==> src/rtl/simon_byte_loader_pkg.sv <==
// Shared types and helpers for the simon byte loader.
//   state_e      : loader FSM states
//   DEF_BLOCK_W  : default cipher block width (bits)
//   DEF_KEY_W    : default cipher key width (bits)
//   cnt_w()      : counter width able to hold values 0..n-1 (min 1 bit)
package simon_loader_pkg;

  typedef enum logic [2:0] {
    LOAD_KEY = 3'd0,
    LOAD_PT  = 3'd1,
    START    = 3'd2,
    BUSY     = 3'd3,
    DRAIN    = 3'd4
  } state_e;

  localparam int DEF_BLOCK_W = 32;
  localparam int DEF_KEY_W   = 64;

  function automatic int cnt_w(input int n);
    return (n <= 1) ? 1 : $clog2(n);
  endfunction

endpackage

==> src/rtl/simon_byte_loader_watchdog.sv <==
// Cycle counter used to bound the wait for the cipher core.
//   clk_i, rst_i : clock, synchronous active-high reset
//   clr_i        : return the count to zero
//   en_i         : advance the count by one this cycle
//   hit_o        : the count is one short of TIMEOUT_CYCLES, so an enabled
//                  cycle now completes the timeout (never set when
//                  TIMEOUT_CYCLES is 0)
module simon_loader_watchdog
  import simon_loader_pkg::*;
#(
  parameter int TIMEOUT_CYCLES = 1023
) (
  input  logic clk_i,
  input  logic rst_i,
  input  logic clr_i,
  input  logic en_i,
  output logic hit_o
);

  localparam int W = cnt_w(TIMEOUT_CYCLES + 1);
  localparam logic [W-1:0] LAST = W'(TIMEOUT_CYCLES - 1);

  logic [W-1:0] cnt_q;

  always_ff @(posedge clk_i) begin
    if (rst_i || clr_i) begin
      cnt_q <= '0;
    end else if (en_i) begin
      cnt_q <= cnt_q + 1'b1;
    end
  end

  // Ungated by en_i so the parent can gate it without a combinational loop.
  assign hit_o = (TIMEOUT_CYCLES != 0) && (cnt_q == LAST);

endmodule

==> src/rtl/simon_byte_loader.sv <==
// Byte-serial host front end for the simon cipher core.
// Loads the key then the plaintext LSB-first from in_byte, pulses the core,
// captures the ciphertext on cipher_done and streams it out LSB-first.
//   clk, rst                    : clock, synchronous active-high reset
//   in_byte/in_valid/in_ready   : host -> loader byte stream
//   keep_key                    : sampled with the last output byte; 1 skips
//                                 the key load for the next block
//   out_byte/out_valid/out_ready: loader -> host byte stream
//   cipher_*                    : core plaintext, key, start pulse, done, result
//   busy                        : high while START or BUSY
//   timeout_err                 : sticky, set when the core never answers
// Handshake: a byte moves on a rising edge where valid && ready; valid is
// never withdrawn and the data never changes while valid && !ready.
module simon_byte_loader
  import simon_loader_pkg::*;
#(
  parameter int BLOCK_W        = DEF_BLOCK_W,
  parameter int KEY_W          = DEF_KEY_W,
  parameter int TIMEOUT_CYCLES = 1023
) (
  input  logic               clk,
  input  logic               rst,
  input  logic [7:0]         in_byte,
  input  logic               in_valid,
  output logic               in_ready,
  input  logic               keep_key,
  output logic [7:0]         out_byte,
  output logic               out_valid,
  input  logic               out_ready,
  output logic [BLOCK_W-1:0] cipher_plaintext,
  output logic [KEY_W-1:0]   cipher_key,
  output logic               cipher_start,
  input  logic               cipher_done,
  input  logic [BLOCK_W-1:0] cipher_ciphertext,
  output logic               busy,
  output logic               timeout_err
);

  localparam int KEY_BYTES = KEY_W / 8;
  localparam int BLK_BYTES = BLOCK_W / 8;
  localparam int CNT_W     = cnt_w((KEY_BYTES > BLK_BYTES) ? KEY_BYTES : BLK_BYTES);
  localparam logic [CNT_W-1:0] KEY_LAST = CNT_W'(KEY_BYTES - 1);
  localparam logic [CNT_W-1:0] BLK_LAST = CNT_W'(BLK_BYTES - 1);

  state_e             state_q, state_d;
  logic [CNT_W-1:0]   cnt_q, cnt_d;
  logic [KEY_W-1:0]   key_q, key_d;
  logic [BLOCK_W-1:0] pt_q, pt_d;
  logic [BLOCK_W-1:0] sh_q, sh_d;
  logic               terr_q, terr_d;
  logic               wd_clr, wd_en, wd_hit;
  logic               in_fire;

  simon_loader_watchdog #(
    .TIMEOUT_CYCLES(TIMEOUT_CYCLES)
  ) u_watchdog (
    .clk_i (clk),
    .rst_i (rst),
    .clr_i (wd_clr),
    .en_i  (wd_en),
    .hit_o (wd_hit)
  );

  assign in_ready         = (state_q == LOAD_KEY) || (state_q == LOAD_PT);
  assign in_fire          = in_valid && in_ready;
  assign out_valid        = (state_q == DRAIN);
  assign out_byte         = sh_q[7:0];
  assign cipher_start     = (state_q == START);
  assign busy             = (state_q == START) || (state_q == BUSY);
  assign cipher_key       = key_q;
  assign cipher_plaintext = pt_q;
  assign timeout_err      = terr_q;

  always_ff @(posedge clk) begin
    if (rst) begin
      state_q <= LOAD_KEY;
      cnt_q   <= '0;
      key_q   <= '0;
      pt_q    <= '0;
      sh_q    <= '0;
      terr_q  <= 1'b0;
    end else begin
      state_q <= state_d;
      cnt_q   <= cnt_d;
      key_q   <= key_d;
      pt_q    <= pt_d;
      sh_q    <= sh_d;
      terr_q  <= terr_d;
    end
  end

  always_comb begin
    state_d = state_q;
    cnt_d   = cnt_q;
    key_d   = key_q;
    pt_d    = pt_q;
    sh_d    = sh_q;
    terr_d  = terr_q;
    wd_clr  = 1'b1;
    wd_en   = 1'b0;

    // Any accepted byte acknowledges a previous timeout.
    if (in_fire) terr_d = 1'b0;

    case (state_q)
      LOAD_KEY: begin
        if (in_fire) begin
          key_d[{cnt_q, 3'b000} +: 8] = in_byte;
          if (cnt_q == KEY_LAST) begin
            cnt_d   = '0;
            state_d = LOAD_PT;
          end else begin
            cnt_d = cnt_q + 1'b1;
          end
        end
      end
      LOAD_PT: begin
        if (in_fire) begin
          pt_d[{cnt_q, 3'b000} +: 8] = in_byte;
          if (cnt_q == BLK_LAST) begin
            cnt_d   = '0;
            state_d = START;
          end else begin
            cnt_d = cnt_q + 1'b1;
          end
        end
      end
      START: begin
        state_d = BUSY;
      end
      BUSY: begin
        wd_clr = 1'b0;
        if (cipher_done) begin
          sh_d    = cipher_ciphertext;
          state_d = DRAIN;
        end else begin
          wd_en = 1'b1;
          if (wd_hit) begin
            terr_d  = 1'b1;
            state_d = LOAD_KEY;
          end
        end
      end
      DRAIN: begin
        if (out_ready) begin
          sh_d = sh_q >> 8;
          if (cnt_q == BLK_LAST) begin
            cnt_d   = '0;
            state_d = keep_key ? LOAD_PT : LOAD_KEY;
          end else begin
            cnt_d = cnt_q + 1'b1;
          end
        end
      end
      default: begin
        state_d = LOAD_KEY;
      end
    endcase
  end

endmodule

==> config.mk <==
export PLATFORM = sky130hd
export DESIGN_NAME = simon_byte_loader
export DESIGN_NICKNAME = d
export VERILOG_FILES = /design/src/rtl/simon_byte_loader_pkg.sv /design/src/rtl/simon_byte_loader_watchdog.sv /design/src/rtl/simon_byte_loader.sv
export SDC_FILE = /design/constraint.sdc
export NUM_CORES = 1
export LEC_CHECK = 0
export CAP_MARGIN = 15
export CORE_MARGIN = 1
export CORE_UTILIZATION = 35
export CTS_CLUSTER_SIZE = 40
export DETAILED_ROUTE_END_ITERATION = 12
export HOLD_SLACK_MARGIN = 0.05
export SLEW_MARGIN = 10
export SYNTH_ARGS = -nofsm -noshare
export SYNTH_HDL_FRONTEND = slang
export SYNTH_SLANG_ARGS = --single-unit
==> constraint.sdc <==
create_clock -name clk -period 6.1 [get_ports clk]
set_clock_uncertainty 0.05 [all_clocks]
set_input_delay 0.915 -clock clk [delete_from_list [all_inputs] [get_ports clk]]
set_output_delay 0.915 -clock clk [all_outputs]
set_load 0.1 [all_outputs]
### After elaboration in Yosys (flattened, before gate mapping)

Index checks and enable logic that the tools add are counted.

| storage, ports and cells | value |
|---|---|
| flip-flop bits (word level) | 145 |
| bits in latches | 0 |
| memory bits (writable) | 0 |
| ROM bits | 0 |
| input bits | 46 |
| output and inout port bits | 109 |
| logic and storage cells | 69 |
| memories kept | 0 |

| operators by class | value |
|---|---|
| add/sub/neg operators | 3 |
| $mul | 0 |
| div/mod/pow operators | 0 |
| magnitude comparators | 0 |
| eq/ne operators | 15 |
| shift-type cells | 4 |
| mux-type cells | 28 |
| bitwise operators | 0 |
| reductions and logical operators | 12 |

Operators with widths:

| cell | number |
|---|---|
| $bwmux 64 | 1 |
| $mux 32 | 2 |
| $pmux 32 s2 | 1 |
| $shift 8x8->64 const A | 1 |
| $shiftx 8x8->64 | 1 |
| $mux 3 | 13 |
| $bwmux 32 | 1 |
| $shift 8x8->32 const A | 1 |
| $shiftx 8x8->32 | 1 |
| $pmux 3 s5 | 1 |
| $add 10x1->10 const B | 1 |
| $eq 10x10->1 const B | 1 |
| $eq 3x2->1 const B | 3 |
| $pmux 3 s3 | 1 |
| $mux 1 | 8 |
| $ne 2x1->1 const B | 4 |
| $neg 6->8 | 1 |
| $reduce_and 7->1 | 1 |
| $eq 3x3->1 const B | 2 |
| $ne 2x2->1 const B | 3 |
| $reduce_and 2->1 | 2 |
| $reduce_and 4->1 | 1 |
| $add 3x1->3 const B | 1 |
| $eq 3x1->1 const B | 1 |
| 7 further kinds | 9 |

### Longest topological paths before layout

Gate-level depths: netlist of run 1.

| logic depth | value |
|---|---|
| depth in word-level cells | 7 |
| gate-level depth with buffers | 9 |
| mapped depth without buffers | 7 |

### Modules after synthesis

A second synthesis of run 1 with hierarchy kept.

| second synthesis, totals | value |
|---|---|
| cells, all modules | 640 |
| area, all modules | 6072.1 um2 |

By module, submodules not included:

| module | instances | cells an instance | area an instance (um2) |
|---|---|---|---|
| simon_byte_loader | 1 | 588 | 5604.1 |
| simon_loader_watchdog | 1 | 52 | 467.9 |

### Worst setup path before layout of run 1

Ideal clock, no wire load.

| path | value |
|---|---|
| path type | reg-to-output |
| start point | register state_q[1] |
| end point | output cipher_start |
| arrival | 2.832 ns |
| required time | 5.135 ns |
| setup slack | 2.303 ns |
| cell stages (with the launch flop) | 4 |
| cell sequence | dfxtp_1 clkbuf_1 inv_1 nor3_1 |

| on the way | value |
|---|---|
| longest elaborated chain between the ends | 1 |

Ends and longest elaborated chain:

| element | RTL line | source |
|---|---|---|
| start: declaration | simon_byte_loader.sv:45 | `state_e state_q, state_d;` |
| start signal: assignment | simon_byte_loader.sv:83 | `state_q <= state_d;` |
| $eq 3x2->1 | simon_byte_loader.sv:68 | `assign cipher_start = (state_q == START);` |
| end: declaration | simon_byte_loader.sv:32 | `output logic cipher_start,` |

Every way passes these cells.

### Final worst setup path of run 1

| path | value |
|---|---|
| start point | register state_q[2] |
| end point | output out_valid |

| on the way | value |
|---|---|
| longest elaborated chain between the ends | 1 |

Ends and longest elaborated chain:

| element | RTL line | source |
|---|---|---|
| $eq 3x3->1 | simon_byte_loader.sv:66 | `assign out_valid = (state_q == DRAIN);` |
| end: declaration | simon_byte_loader.sv:28 | `output logic out_valid,` |

Every way passes these cells.

==> metrics, run 1 <==
initial antenna violation count 0; Cell Chain, Critical Path nor3b_2 > buf_4 > clkdlybuf4s50_1; Root Driver clkbuf_16; CP Class reg2out; Lkg Pwr 2.877 nW; IO buf count 154; final std cells w/o fill 1050; most common cell after layout, fill and taps aside clkdlybuf4s50_1; Hold Violations, Final 0; CP Data Arrival Time 2.94 ns; Post-Syn Nets 758; worst min path class reg2reg; relative slew slack 31.29%; Clock power frac 49.8%; clock transition at the registers of the reported paths 0.06 ns; Final Wtd Congestion 0.8458; Setup TNS Final 0 ns; via/cell ratio 5.136; Setup violations, final 0; Cell Area, Placed 7677 µm²; CTS tree yes; most frequent cells in the layout clkdlybuf4s50_1 (153), dfxtp_1 (145), a21oi_1 (81); RSZ-0062 raised after global routing no; final design utilization 49.38%; # IOs 155; Starting Density 36.23%; largest net degree at the start of global routing 79; worst path bufs/invs 2; maximum fanout along the worst path 27; area grow syn2layout 36.30%; Core ar. 16820 µm²; clk sinks 145; Sequential Power Share 42.9%; Final Slew Violations 0; worst slew pin tran 1.027 ns; largest cells by area after synthesis dfxtp_1 (48%), mux2i_1 (8.0%), a21oi_1 (6.7%); routed len/inst 16.43 µm; crit path time final 3.909 ns; Syn Inst Count 701; worst skew pair latency 0.42 ns; Power Total 2.230 mW; maximum operating frequency 0.2558 GHz; slowest stage delay, CP 1.22 ns; status completed; fin crit share 64.09%; Post-Route WL 17250 µm; EDFF count, synth 0; register area share after synthesis 47.64%; ANT nets after route 0; YS warnings 0; Syn Area/Cell 8.692 µm²; CP top delay family buffers and inverters; std cell rows 47; Sw Share 22.74%; GRT Overall Usage 19.03%; post-route cell area 8305 µm²; Die Y-Extent 133.9 µm; Int Power 1.723 mW; Setup WS post-layout 2.191 ns; Top FF cell, synth dfxtp_1; CP required 5.13 ns; cell taking the most area after synthesis dfxtp_1; CTS HTree Levels 4; pre-CTS setup slack 2.525 ns; hold_ws 0.4047 ns; first-pass GRT wire length 26600 µm; Comb power frac 7.3%; Net count, final 875; n_diodes 0; Slowest-stage cell, CP clkdlybuf4s50_1; DR pass1 iterations 4; Distinct cells, synth 46; worst vdd ir 0.1975 mV; share of cells above drive strength 1 5.301%; grt ovf 0; TritonCTS Buffers 17; Die ar. 17940 µm²; post_cts resized 0; Yosys reg bits 145; Maximum Capacitance Violations 0; Max Root-Sink Buffers 2; Post-CTS Setup Inserts 0; Psw 0.5070 mW; # hold bufs at CTS 0; Post-DP HPWL 11760 µm; mapped cell area 6093 µm²; DRC 0; share of the synthesized area in the top cell type 47.64%; dpl cells 1019; vias 5393; fraction of registers with async set/reset 0%; crit start category flip-flop; DRT iter0 DRCs 323; P per Cell Area 268.4 nW/µm²; Die X 133.9 µm; CP endpoint kind output pin; vias in the first global route 5179
-- synthesized netlist by cell type (all sizes together), types with 4 or more instances --
cell and count:
a211oi 25, a21oi 81, a22oi 8, and3 5
and4 7, buf 19, clkbuf 41, dfxtp 145
ha 11, inv 9, mux2i 49, nand2 78
nand3 70, nand4 21, nor2 74, nor2b 4
nor3 7, o21ai 5, xor2 8
-- cells by family (layout without fill, tap and decap cells) --
| group | Yosys count | after routing | share of synthesized area (%) |
|---|---|---|---|
| simple gates | 291 | 291 | 23.55 |
| flops | 145 | 145 | 47.64 |
| compound gates | 125 | 125 | 11.99 |
| buf+inv | 70 | 199 | 5.072 |
| mux | 49 | 49 | 8.049 |
| fa+ha+maj | 11 | 11 | 2.259 |
| xor+xnor | 10 | 10 | 1.437 |
-- layout make-up --
type                       instances  area (µm²)
multi-input combinational        486        2893
timing repair buffer             158        1569
clock inverter                     8       150.1
sequential                       145        2903
inverter                          10       37.54
tap                              220       275.3
clock buffer                      23       478.0
fill                            1599        8513
-- power groups by stage --
| stage | Sequential [mW] | Clock (mW) | Combinational, mW |
|---|---|---|---|
| after floorplan | 0.999 | 0 | 0.0779 |
| after global placement | 0.978 | 0 | 0.160 |
| after detailed placement | 0.978 | 0 | 0.162 |
| after CTS | 0.957 | 1.13 | 0.162 |
| after global routing | 0.958 | 1.16 | 0.174 |
| final | 0.957 | 1.11 | 0.163 |
-- registers in the layout, summed over array words and instances, names as in the netlist --
register and count:
cipher_key 64, cipher_plaintext 32, cnt_q 3, sh_q 32
state_q 3, timeout_err 1, u_watchdog.cnt_q 10
-- final timing paths --
| kind | end | cells past startpoint | start | slack (ns) |
|---|---|---|---|---|
| setup reg to reg | cipher_key[31] | 7 | cnt_q[0] | 2.90 |
| hold / removal | cipher_key[9] | 2 | cipher_key[9] | 0.40 |
| setup / recovery | out_valid | 3 | state_q[2] | 2.19 |
| hold reg to reg | cipher_key[9] | 2 | cipher_key[9] | 0.40 |
-- worst register-to-register path, delay by kind of cell, from the launching register on --
| kind | cells | cell delay (ns) |
|---|---|---|
| AO/OA/AOI/OAI | 1 | 0.19 |
| adder cells (fa/ha/maj) | 2 | 0.99 |
| buffers and inverters | 2 | 0.60 |
| flip-flops | 1 | 0.55 |
| AND/OR/NAND/NOR | 2 | 0.73 |
-- metal layers --
metal	GRT usage, %	wire length, µm	vias to the layer above
li1	-	-	2696
met1	24.78	7858	2512
met2	31.09	8229	164
met3	3.779	927	21
met4	7.071	235	0
met5	0	0	-
Power figures use the tool's default switching activity.
==> inputs of run 2 (changes only) <==
==> constraint.sdc (replaced) <==
create_clock -name clk -period 4.1 [get_ports clk]
set_clock_uncertainty 0.05 [all_clocks]
set_input_delay 0.615 -clock clk [delete_from_list [all_inputs] [get_ports clk]]
set_output_delay 0.615 -clock clk [all_outputs]
set_load 0.1 [all_outputs]
==> metrics, run 2 (synthesis gave the netlist of run 1 again) <==
Post-CTS Setup Inserts 0 (unchanged); crit start category flip-flop; Hold Violations, Final 0 (unchanged); Maximum Capacitance Violations 0 (unchanged); clock transition at the registers of the reported paths 0.06 ns (about the same); most common cell after layout, fill and taps aside clkdlybuf4s50_1; # IOs 155 (unchanged); crit path time final 3.156 ns; Int Power 2.321 mW (+35%); fin crit share 76.97%; vias in the first global route 5318 (+2.7%); Post-Route WL 17230 µm (-0.15%); fillers 1586 (-0.81%); Setup WS post-layout 0.9442 ns (-1.246 ns); Core ar. 16820 µm² (unchanged); max reg flops 64 (unchanged); IO buf count 154 (unchanged); Die Y-Extent 133.9 µm (unchanged); Starting Density 36.23% (unchanged); Post-DP HPWL 11790 µm (+0.19%); Clock power frac 46.3% (-3.5 points); ANT nets after route 0 (unchanged); CTS tree yes; largest net degree at the start of global routing 89 (+13%); CP required 3.43 ns (-1.70 ns); vias 5436 (+0.80%); Setup violations, final 0 (unchanged); maximum fanout along the worst path 15 (-44%); CP top delay family buffers and inverters; Final Wtd Congestion 0.8428 (-0.35%); status completed; routed len/inst 16.37 µm (-0.34%); worst vdd ir 0.3088 mV (+56%); pre-CTS setup slack 1.066 ns (-1.459 ns); Die ar. 17940 µm² (unchanged); CP endpoint kind output pin; Sw Share 25.08% (+2.3 points); # hold bufs at CTS 0 (unchanged); first-pass GRT wire length 27220 µm (+2.3%); DR pass1 iterations 5 (+1); CP Data Arrival Time 2.49 ns (-0.45 ns); std cell rows 47 (unchanged); worst skew pair latency 0.42 ns (about the same); CTS HTree Levels 4 (unchanged); worst path bufs/invs 2 (unchanged); share of cells above drive strength 1 6.010% (+0.71 points); Sequential Power Share 45.9% (+3.0 points); TritonCTS Buffers 17 (unchanged); Slowest-stage cell, CP clkdlybuf4s50_1; relative slew slack 31.49% (+0.20 points); slowest stage delay, CP 1.14 ns (-0.08 ns); grt ovf 0 (unchanged); initial antenna violation count 0 (unchanged); Power Total 3.098 mW (+39%); Psw 0.7769 mW (+53%); Lkg Pwr 2.859 nW (-0.60%); Max Root-Sink Buffers 2 (unchanged); area grow syn2layout 35.03%; Cell Chain, Critical Path inv_1 > nor2_1 > clkdlybuf4s50_1; P per Cell Area 376.5 nW/µm² (+40%); clk sinks 145 (unchanged); DRT iter0 DRCs 338 (+4.6%); n_diodes 0 (unchanged); DRC 0 (unchanged); Final Slew Violations 0 (unchanged); worst min path class reg2reg; CP Class reg2out; Root Driver clkbuf_16; post_cts resized 0 (unchanged); worst slew pin tran 1.024 ns (-0.003037 ns); Comb power frac 7.8% (+0.5 points); most frequent cells in the layout clkdlybuf4s50_1 (151), dfxtp_1 (145), a21oi_1 (81); via/cell ratio 5.167 (+0.61%); Net count, final 876 (+0.11%); Setup TNS Final 0 ns (unchanged); RSZ-0062 raised after global routing no; maximum operating frequency 0.3169 GHz; Die X 133.9 µm (unchanged); GRT Overall Usage 19.35% (+0.32 points)
run 2: cell count changes in the layout (fill, tap and decap cells not counted), sizes merged:
| cell | change |
|---|---|
| buf | +3 |
| bufinv | -4 |
| clkbuf | -2 |
| clkdlybuf4s50 | -2 |
| clkinv | +6 |
| clkinvlp | -1 |
| inv | +2 |
run 2: final timing paths:
path | start | to | slack (ns) | cells after the start
hold / removal | cipher_plaintext[13] | cipher_plaintext[13] | 0.40 | 2
setup / recovery | state_q[1] | busy | 0.94 | 3
setup reg to reg | cnt_q[0] | cipher_key[28] | 1.00 | 7
hold reg to reg | cipher_plaintext[13] | cipher_plaintext[13] | 0.40 | 2
run 2: power by group through the flow:
stage / sequential (mW) / clock (mW) / combinational, mW
6_report: 1.42 / 1.43 / 0.241
5_1_grt: 1.42 / 1.53 / 0.261
4_1_cts: 1.42 / 1.46 / 0.241
3_5_place_dp: 1.45 / 0 / 0.240
3_3_place_gp: 1.45 / 0 / 0.237
2_1_floorplan: 1.49 / 0 / 0.116
run 2: worst min-delay path: stages (launching register included):
cell	delay [ns]
dfxtp_1	0.31
nand2_1	0.05
a21oi_1	0.05
run 2: metal layers:
metal  routed length [µm]  GRT usage [%]  vias up
met5                    0              0        -
met4                  223          6.503        0
met3                  847          3.893       20
met2                 8176          31.84      158
met1                 7978          25.20     2560
li1                     -              -     2698
run 2: stage by stage:
step | hold slack [ns] | util (%) | std cells | instance area (µm²)
6_report | 0.4008 | 48.92 | 1052 | 8228
4_1_cts | 0.4038 | 48.92 | 1052 | 8228
3_3_place_gp | 0.3913 | 45.66 | 1020 | 7680
3_5_place_dp | 0.3946 | 45.66 | 1020 | 7680
5_1_grt | 0.4207 | 48.92 | 1052 | 8228
2_1_floorplan | 0.4152 | - | 701 | 6093
run 2: area by class of cell:
class | count | area (µm²) | area share (%)
clock buffers | 21 | 470.5 | 5.718
clock inverters | 11 | 77.57 | 0.9428
inverters | 10 | 37.54 | 0.4562
multi-input cells | 486 | 2893 | 35.16
flip-flops and latches | 145 | 2903 | 35.28
well taps | 220 | 275.3 | 3.345
repair buffers | 159 | 1572 | 19.10
